## config.mk

```make
export PLATFORM = sky130hd
export DESIGN_NAME = kp_inc_gen
export DESIGN_NICKNAME = d
export VERILOG_FILES = /design/src/rtl/kp_inc_gen_pkg.sv /design/src/rtl/kp_err_window.sv /design/src/rtl/kp_inc_gen.sv
export SDC_FILE = /design/constraint.sdc
export NUM_CORES = 1
export LEC_CHECK = 0
export ABC_AREA = 0
export CAP_MARGIN = 20
export CORE_MARGIN = 8
export CORE_UTILIZATION = 45
export DETAILED_ROUTE_END_ITERATION = 7
export MAX_ROUTING_LAYER = met4
export PLACE_DENSITY_LB_ADDON = 0.2
export SYNTH_ARGS = -nofsm -noshare
export SYNTH_HDL_FRONTEND = slang
export SYNTH_SLANG_ARGS = --single-unit
```

## constraint.sdc

```tcl
create_clock -name clk -period 3.2 [get_ports clk]
set_input_delay 0.64 -clock clk [delete_from_list [all_inputs] [get_ports clk]]
set_output_delay 0.64 -clock clk [all_outputs]
set_load 0.03 [all_outputs]
```

## src/rtl/kp_inc_gen_pkg.sv

```systemverilog
// Shared definitions for the Kp increment generator: FSM encoding, data widths, abs helper.
package kp_inc_gen_pkg;

  localparam int unsigned ERR_W = 8;
  localparam int unsigned INC_W = 8;

  typedef enum logic [2:0] {
    IDLE   = 3'd0,
    ACCUM  = 3'd1,
    DECIDE = 3'd2,
    EMIT   = 3'd3,
    HLD    = 3'd4
  } state_t;

  // Magnitude of a signed 8-bit sample as unsigned 8-bit, so |-128| = 128.
  function automatic logic [ERR_W-1:0] abs_err(input logic [ERR_W-1:0] v);
    abs_err = v[ERR_W-1] ? ERR_W'(~v + ERR_W'(1)) : v;
  endfunction

endpackage

```

## src/rtl/kp_err_window.sv

```systemverilog
// Per-window statistics: sample count, |err| accumulator and sign-change counter.
module kp_err_window
  import kp_inc_gen_pkg::*;
#(
  parameter int unsigned WIN_LOG2 = 4
) (
  input  logic                    clk,
  input  logic                    rst_n,
  input  logic                    clr,
  input  logic                    accept,
  input  logic [ERR_W-1:0]        err,
  output logic                    done,
  output logic [WIN_LOG2+7:0]     abs_acc,
  output logic [WIN_LOG2-1:0]     osc_cnt
);

  localparam int unsigned ACC_W = WIN_LOG2 + 8;
  localparam int unsigned CNT_W = WIN_LOG2 + 1;
  localparam logic [WIN_LOG2-1:0] OSC_MAX = '1;

  logic [CNT_W-1:0] smp_cnt;
  logic             prev_sign;

  // Window is full once the counter reaches 2**WIN_LOG2.
  assign done = smp_cnt[CNT_W-1];

  // Accumulate accepted samples; first sample of a window only seeds the sign tracker.
  always_ff @(posedge clk) begin
    if (!rst_n || clr) begin
      smp_cnt   <= '0;
      abs_acc   <= '0;
      osc_cnt   <= '0;
      prev_sign <= 1'b0;
    end else if (accept) begin
      smp_cnt   <= smp_cnt + CNT_W'(1);
      abs_acc   <= abs_acc + ACC_W'(abs_err(err));
      prev_sign <= err[ERR_W-1];
      if ((smp_cnt != '0) && (err[ERR_W-1] != prev_sign) && (osc_cnt != OSC_MAX))
        osc_cnt <= osc_cnt + WIN_LOG2'(1);
    end
  end

endmodule

```

## src/rtl/kp_inc_gen.sv

```systemverilog
// Kp gain-increment generator: one signed increment pulse per observation window.
// Optional build macro KPINC_STEP_SCALE_EN doubles the positive step when the
// window mean reaches twice ERR_THRESH.
module kp_inc_gen
  import kp_inc_gen_pkg::*;
#(
  parameter int unsigned WIN_LOG2   = 4,
  parameter int unsigned STEP       = 1,
  parameter int unsigned ERR_THRESH = 8,
  parameter int unsigned OSC_LIMIT  = 6,
  parameter int unsigned HOLDOFF    = 32
) (
  input  logic             clk,
  input  logic             rst_n,
  input  logic             en,
  input  logic [ERR_W-1:0] err,
  input  logic             err_valid,
  output logic [INC_W-1:0] inc,
  output logic             holdoff
);

  localparam int unsigned ACC_W  = WIN_LOG2 + 8;
  localparam int unsigned HCNT_W = 8;

  state_t               state;
  logic [HCNT_W-1:0]    hcnt;
  logic                 win_done;
  logic [ACC_W-1:0]     abs_acc;
  logic [WIN_LOG2-1:0]  osc_cnt;
  logic [ACC_W-1:0]     mean_c;
  logic [INC_W-1:0]     next_inc_c;
  logic                 win_clr_c;
  logic                 win_accept_c;

  // Window is cleared whenever it is not actively collecting; full windows stop accepting.
  assign win_clr_c    = !en || (state != ACCUM);
  assign win_accept_c = en && (state == ACCUM) && err_valid && !win_done;

  kp_err_window #(
    .WIN_LOG2 (WIN_LOG2)
  ) u_win (
    .clk     (clk),
    .rst_n   (rst_n),
    .clr     (win_clr_c),
    .accept  (win_accept_c),
    .err     (err),
    .done    (win_done),
    .abs_acc (abs_acc),
    .osc_cnt (osc_cnt)
  );

  // Increment decision for a full window; oscillation takes priority over large error.
  always_comb begin
    mean_c     = abs_acc >> WIN_LOG2;
    next_inc_c = '0;
    if (osc_cnt >= WIN_LOG2'(OSC_LIMIT)) begin
      next_inc_c = -INC_W'(STEP);
    end else if (mean_c >= ACC_W'(ERR_THRESH)) begin
`ifdef KPINC_STEP_SCALE_EN
      if (mean_c >= ACC_W'(2 * ERR_THRESH))
        next_inc_c = INC_W'(2 * STEP);
      else
        next_inc_c = INC_W'(STEP);
`else
      next_inc_c = INC_W'(STEP);
`endif
    end
  end

  // Control FSM with registered inc pulse and holdoff counter.
  always_ff @(posedge clk) begin
    if (!rst_n || !en) begin
      state   <= IDLE;
      inc     <= '0;
      holdoff <= 1'b0;
      hcnt    <= '0;
    end else begin
      case (state)
        IDLE: state <= ACCUM;
        ACCUM: begin
          if (win_done) state <= DECIDE;
        end
        DECIDE: begin
          if (next_inc_c != '0) begin
            inc   <= next_inc_c;
            state <= EMIT;
          end else begin
            state <= ACCUM;
          end
        end
        EMIT: begin
          inc     <= '0;
          holdoff <= 1'b1;
          hcnt    <= HCNT_W'(HOLDOFF - 1);
          state   <= HLD;
        end
        HLD: begin
          if (hcnt == '0) begin
            holdoff <= 1'b0;
            state   <= ACCUM;
          end else begin
            hcnt <= hcnt - HCNT_W'(1);
          end
        end
        default: begin
          inc     <= '0;
          holdoff <= 1'b0;
          state   <= IDLE;
        end
      endcase
    end
  end

endmodule

```

=== Yosys cells after proc, flatten, opt, wreduce, memory -nomap -nowiden ===
Index checks and enable logic that the tools add are counted.

* Logic and storage cells: 65
* Bits of input ports: 12
* Register bits after elaboration: 42

* Reductions and logical operators: 23
* $add $sub $neg: 5
* Multiplexer cells: 13
* Equal/unequal tests: 11
* Bitwise logic cells: 3
* Order comparisons: 2

{| class="wikitable"
|+ Operator list
! kind !! count
|-
| $mux 8 || 4
|-
| $pmux 8 s2 || 2
|-
| $pmux 3 s5 || 1
|-
| $add 12x8->12 || 1
|-
| $reduce_and 2->1 || 5
|-
| $add 8x1->8 const B || 1
|-
| $ge 8x4->1 const B || 1
|-
| $logic_not 8->1 || 1
|-
| $not 8->8 || 1
|-
| $reduce_bool 8->1 || 1
|-
| $sub 8x1->8 const B || 1
|-
| $eq 3x2->1 const B || 2
|-
| $mux 3 || 2
|-
| $ne 2x2->1 const B || 3
|-
| $reduce_or 3->1 || 2
|-
| $add 5x1->5 const B || 1
|-
| $logic_and 1x1->1 || 5
|-
| $reduce_bool 5->1 || 1
|-
| $add 4x1->4 const B || 1
|-
| $ge 4x3->1 const B || 1
|-
| $ne 4x4->1 const B || 1
|-
| $eq 3x1->1 const B || 1
|-
| $eq 3x3->1 const B || 1
|-
| $logic_not 1->1 || 3
|-
| other kinds (10) || 14
|}

=== Depth between registers and ports, before layout ===
Gate-level depths: netlist of the first run.

* Word-level depth: 6
* Mapped depth: 10
* Mapped depth without buffers: 10

=== Cells and area by module ===
From an unflattened synthesis of the first run, not the netlist that was laid out.

* Cells, all modules: 266
* Area, all modules: 2297.2 sq um

{| class="wikitable"
|+ Modules (own cells, without submodules)
! module !! area each (sq um) !! cells each !! seq. area each (sq um) !! instances
|-
| kp_err_window || 1486.4 || 170 || 440.4 || 1
|-
| kp_inc_gen || 810.8 || 96 || 280.3 || 1
|}

=== Worst setup path after synthesis of the first run ===
No wires, ideal clock.

* Path type: input to register
* From: input port err[2]
* To: register u_win.abs_acc[11]
* Buffers on the path: 0
* Arrival time: 2.782 ns
* Slack: 0.346 ns
* Required time: 3.128 ns
* Cell stages on the path: 8
* Path through: or3_1 > o31ai_1 > xnor2_1 > ha_1 > nand2_1 > or4b_4 > a2111oi_4 > mux2i_1

* Word-level cells in the longest chain between the ends: 4

{| class="wikitable"
|+ RTL lines
! element !! line !! RTL
|-
| start, declared || kp_inc_gen.sv:16 || <nowiki>input logic [ERR_W-1:0] err,</nowiki>
|-
| $not 8->8 || kp_inc_gen_pkg.sv:17 || <nowiki>abs_err = v[ERR_W-1] ? ERR_W'(~v + ERR_W'(1)) : v;</nowiki>
|-
| $add 8x1->8 || kp_inc_gen_pkg.sv:17 ||
|-
| $mux 8 (*) || kp_inc_gen_pkg.sv:17 ||
|-
| $add 12x8->12 (*) || kp_err_window.sv:36 || <nowiki>abs_acc <= abs_acc + ACC_W'(abs_err(err));</nowiki>
|-
| end signal, assigned || kp_err_window.sv:36 ||
|-
| end, declared || kp_err_window.sv:13 || <nowiki>output logic [WIN_LOG2+7:0] abs_acc,</nowiki>
|}

Mark *: on every way between the ends. The rest lies on a longest branch, timed or not.
A chain may end at the register's enable or synchronous reset.

=== Worst setup path in the final report of the first run ===
* From: input port err[4]
* To: register u_win.abs_acc[11]

The elaborated chain is that of the path after synthesis.

==> impl_metrics.csv, run 1 <==
group,metric,value,unit
worst_setup_path,worstSetupStartpointType,"input port",
clock_network,cts_buffer_depth,2,
floorplanning,pin_count,21,
clock_network,clock-sinks,36,
detailed_routing,first_iter_violations,100,
power_and_ir_drop,power_density,326,mW/mm2
clock_network,htreeDepth,2,
cells_and_area,fin_util,55.1,%
flow_run,drv_cap,0,
synth,synthDistinctLibCells,47,
global_route,grtUsageTotal,14.3,%
global_route,antenna_found_initial,0,
clock_network,clk_latency,290,ps
worst_setup_path,path_max_fanout,4,
placed_design,place_congestion,0.843,
cells_and_area,syn_to_final_growth,20.9,%
floorplanning,die_area,0.00761,mm2
cells_and_area,layout-drive-gt1-share,13.1,%
global_route,grt_pass1_vias,1906,
synth,synth_fp_nets,301,
synth,synth_cells,272,
synth,synth.largest_area_cell,"dfxtp_1",
cells_and_area,layout_commonest_cell,"dfxtp_1",
clock_network,tritoncts,"yes",
worst_hold_path,min_to,"u_win.abs_acc[0]",
clock_network,clkTransAtPathRegs,70,ps
floorplanning,die_y,87.2,um
worst_setup_path,r2r_end,"u_win.abs_acc[11]",
floorplanning,placementRows,26,
sta,slew_headroom,23.9,%
worst_setup_path,crit_path_top_delay_cell,"or4b_4",
sta,max_freq,338,MHz
power_and_ir_drop,ir_drop,0.215,mV
sta,slew_violations,0,
clock_network,ctsHoldBuffers,0,
synth,yosys-top-cells-area,"dfxtp_1 (32%), ha_1 (8.8%), a21oi_1 (5.7%)",
worst_setup_path,reg2reg_setup_slack,1190,ps
sta,worstMarginPinSlew,1130,ps
sta,worst_clock_skew,9.97,ps
synth,avgSynthCellArea,8.39,um2
synth,seq_area_frac_synth,31.6,%
synth,syn_area,0.00228,mm2
worst_hold_path,hp-class,"register to register",
sta,hold_viol_final,0,
clock_network,postCtsSetupRepairBufs,0,
detailed_routing,vias,2039,
power_and_ir_drop,p_leak,1.02,nW
floorplanning,coreArea,0.00501,mm2
sta,min_period,2960,ps
detailed_routing,wl_per_cell,13.2,um
worst_setup_path,required,3420,ps
worst_setup_path,r2r_start,"u_win.abs_acc[1]",
placed_design,dpl.hpwl,3700,um
worst_setup_path,ff2ff_path_depth,5,
clock_network,numCtsBuffers,5,
cells_and_area,final_cells,376,
detailed_routing,drtAntennaViolNets,0,
worst_hold_path,holdPathStages,2,
synth,synth_seq_cells,36,
worst_setup_path,worstPathCellList,"clkdlybuf4s50_1 -> or3_1 -> o21ai_0 -> xnor2_1 -> ha_1 -> or4b_4 -> a2111oi_4 -> mux2i_1",
synth,yosysWarningCount,0,
placed_design,io_buffers,20,
placed_design,dp_cells,368,
synth,yosysTopAreaCellShare,31.6,%
detailed_routing,vias_per_cell,5.42,
cells_and_area,nNetsFinal,334,
global_route,grt_max_degree,19,
detailed_routing,wl,4960,um
floorplanning,fp.dieW,87.2,um
detailed_routing,drc,0,
cells_and_area,fill_cells,479,
sta,rsz0062_at_grt,"false",
worst_setup_path,slowest_delay,510,ps
cells_and_area,antenna_cells,0,
sta,setup_viol,0,
global_route,grt_pass1_wl,8510,um
worst_hold_path,hold_start,"u_win.abs_acc[0]",
global_route,grt-ovfl-total,0,
cells_and_area,final_cell_mix,"dfxtp_1 (36), a21oi_1 (26), nand2_1 (25)",
clock_network,root_buffer,"clkbuf_8",
outcome,status,"finished, final reports clean",
worst_setup_path,crit_path_end_kind,"register",
sta,finalCritPeriodShare,92.4,%
detailed_routing,drt-pass1-iter-count,4,
floorplanning,start_util,45.6,%
worst_setup_path,cp.arrival,3180,ps
worst_setup_path,path_class,"input port to register",
## worst max-delay path: cells and delay by family
| kind | cells | cell delay [ps] |
|---|---|---|
| adders and majority gates | 1 | 310 |
| AOI/OAI and AO/OA | 2 | 600 |
| buffers and inverters | 1 | 410 |
| muxes | 1 | 220 |
| and+or+nand+nor | 2 | 890 |
| xor gates and xnor gates | 1 | 120 |
## flip-flops by register name (all words and copies together), names as in the netlist
signal           cells
hcnt                 8
inc                  2
u_win.abs_acc       12
holdoff              1
state                3
u_win.osc_cnt        4
u_win.smp_cnt        5
u_win.prev_sign      1
## through the flow
step	power (mW)	hold WS (ps)	cell area (um2)	setup WS [ps]	setup TNS (ps)
2_1_floorplan	0.516	436	2280	346	0
3_3_place_gp	0.563	448	2640	-117	-251
3_5_place_dp	0.563	460	2640	-146	-330
4_1_cts	0.899	470	2730	145	0
5_1_grt	0.937	497	2760	44.6	0
6_report	0.899	465	2760	242	0
## synth_stat cells, drive strengths merged
cell type and instances:
fa 1, dfxtp 36, nand4 4, a21o 5, o211ai 4, xnor2 7
mux2i 3, a2111o 4, nor4 2, nor3b 1, nand3 11, a41oi 1
or4b 1, a211o 2, and2 3, nor3 6, o21a 5, o311a 1
a221oi 2, nor2b 3, nand4bb 1, clkbuf 5, a21boi 1, a31oi 1
or4 4, ha 16, and4bb 1, a2111oi 1, a211oi 5, inv 11
or3 10, or2 1, nand2b 7, nor2 16, o311ai 2, nor4b 1
buf 10, o31ai 5, o21ai 14, xor2 4, a21oi 27, nand2 26
nand3b 1
## cell type report
cell class / instances / area [um2] / share of cell area (%)
clock buffer: 8 / 90.1 / 3.26
inverter: 11 / 41.3 / 1.50
multi-input combinational: 210 / 1460 / 52.7
sequential: 36 / 721 / 26.1
tap: 70 / 87.6 / 3.17
timing repair buffer: 41 / 365 / 13.2
## routing by layer
metal,GRT usage [%],routed length [um]
met5,-,0
met4,3.75,41
met3,3.87,249
met2,22.6,2310
met1,17.4,2360
## what timing repair did
action	4_1_cts	5_1_grt
gates resized for setup	0	8
hold endpoints to repair	0	0
setup endpoints to repair	0	1
## worst max path at each step
stage	startpoint	end	slack, ps	cells after the start
finish	err[4]	u_win.abs_acc[11]	240	8
global route	err[4]	u_win.abs_acc[11]	40	8
CTS	err[2]	u_win.abs_acc[11]	150	9
detailed placement	err[2]	u_win.abs_acc[11]	-150	9
global placement	err[2]	u_win.abs_acc[11]	-120	9
floorplan	err[2]	u_win.abs_acc[11]	350	8
## power by group
| group | leakage, nW | switching, mW | internal, mW |
|---|---|---|---|
| Clock | 0.0455 | 0.167 | 0.176 |
| Combinational | 0.680 | 0.0513 | 0.0548 |
| Sequential | 0.290 | 0.00216 | 0.449 |
## cells by family (layout without fill, tap and decap cells)
family / after synthesis / in the layout / synth area share [%]
fa+ha+maj: 17 / 17 / 9.65
compound gates: 80 / 80 / 24.5
flops: 36 / 36 / 31.6
simple gates: 99 / 99 / 23.2
buf+inv: 26 / 60 / 5.59
mux: 3 / 3 / 1.32
xor+xnor: 11 / 11 / 4.22
(Power assumes the default switching activity.)
==> run 2, diff against run 1 <==
--- a/config.mk
+++ b/config.mk
@@ -10,6 +10,7 @@
 export CORE_MARGIN = 8
 export CORE_UTILIZATION = 45
 export DETAILED_ROUTE_END_ITERATION = 7
+export GPL_ROUTABILITY_DRIVEN = 0
 export MAX_ROUTING_LAYER = met4
 export PLACE_DENSITY_LB_ADDON = 0.2
 export SYNTH_ARGS = -nofsm -noshare
==> results of run 2 <==
No change in the layout: final DEF, timing and power equal those of run 1.
==> run 3, diff against run 2 <==
--- a/config.mk
+++ b/config.mk
@@ -7,12 +7,14 @@
 export LEC_CHECK = 0
 export ABC_AREA = 0
 export CAP_MARGIN = 20
+export CORE_ASPECT_RATIO = 1.5
 export CORE_MARGIN = 8
 export CORE_UTILIZATION = 45
 export DETAILED_ROUTE_END_ITERATION = 7
 export GPL_ROUTABILITY_DRIVEN = 0
 export MAX_ROUTING_LAYER = met4
 export PLACE_DENSITY_LB_ADDON = 0.2
+export SLEW_MARGIN = 30
 export SYNTH_ARGS = -nofsm -noshare
 export SYNTH_HDL_FRONTEND = slang
 export SYNTH_SLANG_ARGS = --single-unit
==> impl_metrics.csv, run 3 (synthesized netlist as in run 1, its figures left out) <==
group,metric,value,unit
clock_network,ctsHoldBuffers,0,
placed_design,io_buffers,20,
worst_setup_path,ff2ff_path_depth,5,
worst_setup_path,cp.arrival,3250,ps
placed_design,dpl_cell_area,0.00262,mm2
worst_setup_path,r2r_end,"u_win.abs_acc[11]",
clock_network,clkTransAtPathRegs,70,ps
detailed_routing,vias_per_cell,5.54,
clock_network,numCtsBuffers,5,
worst_hold_path,hold_start,"u_win.abs_acc[0]",
power_and_ir_drop,ir_drop,0.172,mV
cells_and_area,fill_cells,495,
cells_and_area,nNetsFinal,332,
worst_setup_path,path_max_fanout,4,
worst_setup_path,worstSetupStartpointType,"input port",
detailed_routing,drc,0,
sta,rsz0062_at_grt,"false",
detailed_routing,drt-pass1-iter-count,4,
sta,setup_viol,0,
power_and_ir_drop,power_density,329,mW/mm2
worst_setup_path,worstPathBufferInverterCount,2,
detailed_routing,first_iter_violations,61,
detailed_routing,vias,2060,
clock_network,clk_latency,290,ps
clock_network,root_buffer,"clkbuf_8",
floorplanning,placementRows,32,
floorplanning,start_util,45.6,%
cells_and_area,final_area,0.00272,mm2
floorplanning,coreArea,0.00500,mm2
clock_network,tritoncts,"yes",
power_and_ir_drop,finalPower,0.897,mW
cells_and_area,largestRegisters,"u_win.abs_acc (12), hcnt (8), u_win.smp_cnt (5)",
placed_design,dpl.hpwl,3890,um
sta,min_period,3030,ps
sta,slew_violations,0,
clock_network,clock-sinks,36,
worst_setup_path,crit_path_end_kind,"register",
global_route,antenna_found_initial,0,
worst_hold_path,min_to,"u_win.abs_acc[0]",
clock_network,cts_buffer_depth,2,
clock_network,post_cts_resized,0,
worst_setup_path,required,3420,ps
floorplanning,fp.dieW,74.1,um
floorplanning,pin_count,21,
worst_setup_path,worstPathCellList,"clkdlybuf4s50_1 -> inv_1 -> ha_1 -> nand2b_1 -> xnor2_1 -> ha_1 -> o21ai_0 -> or4b_4 -> a2111oi_4 -> mux2i_1",
clock_network,postCtsSetupRepairBufs,0,
cells_and_area,antenna_cells,0,
global_route,grt_max_degree,22,
worst_setup_path,crit_path_top_delay_cell,"or4b_4",
sta,slew_headroom,46.3,%
worst_hold_path,hp-class,"register to register",
cells_and_area,final_cell_mix,"dfxtp_1 (36), nand2_1 (26), a21oi_1 (26)",
clock_network,htreeDepth,2,
worst_setup_path,cp_num_cells,10,
global_route,grt-ovfl-total,0,
sta,worst_clock_skew,7.71,ps
worst_setup_path,r2r_start,"u_win.abs_acc[1]",
floorplanning,die_area,0.00765,mm2
detailed_routing,drtAntennaViolNets,0,
cells_and_area,largest_reg_flops,12,
detailed_routing,wl_per_cell,13.7,um
cells_and_area,syn_to_final_growth,19.2,%
worst_setup_path,cp_common_cell,"ha_1",
global_route,grt_pass1_vias,1963,
worst_setup_path,slowest_delay,590,ps
cells_and_area,final_cells,372,
global_route,grtUsageTotal,15.2,%
global_route,grt_pass1_wl,8840,um
floorplanning,die_y,103,um
worst_setup_path,path_class,"input port to register",
placed_design,dp_cells,364,
outcome,status,"finished, final reports clean",
cells_and_area,layout_commonest_cell,"dfxtp_1",
worst_hold_path,holdPathStages,2,
worst_setup_path,reg2reg_setup_slack,1220,ps
cells_and_area,top_register,"u_win.abs_acc",
sta,max_freq,330,MHz
sta,finalCritPeriodShare,94.7,%
sta,hold_viol_final,0,
detailed_routing,wl,5080,um
flow_run,drv_cap,0,
cells_and_area,layout-drive-gt1-share,12.5,%
worst_setup_path,path_delay_family,"simple AND/OR/NAND/NOR gates",
sta,worstMarginPinSlew,793,ps
power_and_ir_drop,p_leak,0.983,nW
## run 3: layout make-up
class | count | area, um2 | area share (%)
clock buffer | 6 | 82.6 | 3.03
clock inverter | 2 | 10.0 | 0.368
inverter | 11 | 41.3 | 1.52
multi-input combinational | 210 | 1440 | 52.9
sequential | 36 | 721 | 26.5
tap | 68 | 85.1 | 3.13
timing repair buffer | 39 | 343 | 12.6
## run 3: worst max path at each step
| stage | to | startpoint |
|---|---|---|
| 6_report | u_win.abs_acc[11] | err[0] |
| 5_1_grt | u_win.abs_acc[11] | err[0] |
| 4_1_cts | u_win.abs_acc[11] | err[2] |
| 3_5_place_dp | u_win.abs_acc[11] | err[2] |
| 3_3_place_gp | u_win.abs_acc[11] | err[2] |
| 2_1_floorplan | u_win.abs_acc[11] | err[2] |
## run 3: worst reg2reg max path, delay by kind of cell, from the launching register on
kind                     cells  cell delay, ps
flip-flops                   1             350
AND/OR/NAND/NOR              1             600
AO/OA/AOI/OAI                2             460
multiplexers                 1             210
adder cells (fa/ha/maj)      1             310
## run 3: power breakdown
part / internal, mW / switching (mW)
combinational: 0.0538 / 0.0503
clock: 0.172 / 0.170
sequential: 0.449 / 0.00218
total: 0.674 / 0.222
## run 3: metal layers
metal	vias up	routed length, um	global-route usage [%]
met5	-	0	-
met4	0	129	8.50
met3	11	183	2.99
met2	37	2680	26.3
met1	959	2090	15.5
li1	1053	-	-
## run 3: stage by stage
step	hold WS, ps	utilization, %	setup slack, ps	setup TNS, ps
4_1_cts	468	54.3	164	0
5_1_grt	485	54.4	1.71	0
3_3_place_gp	449	52.4	-106	-198
6_report	465	54.4	171	0
2_1_floorplan	436	-	346	0
3_5_place_dp	456	52.4	-146	-271
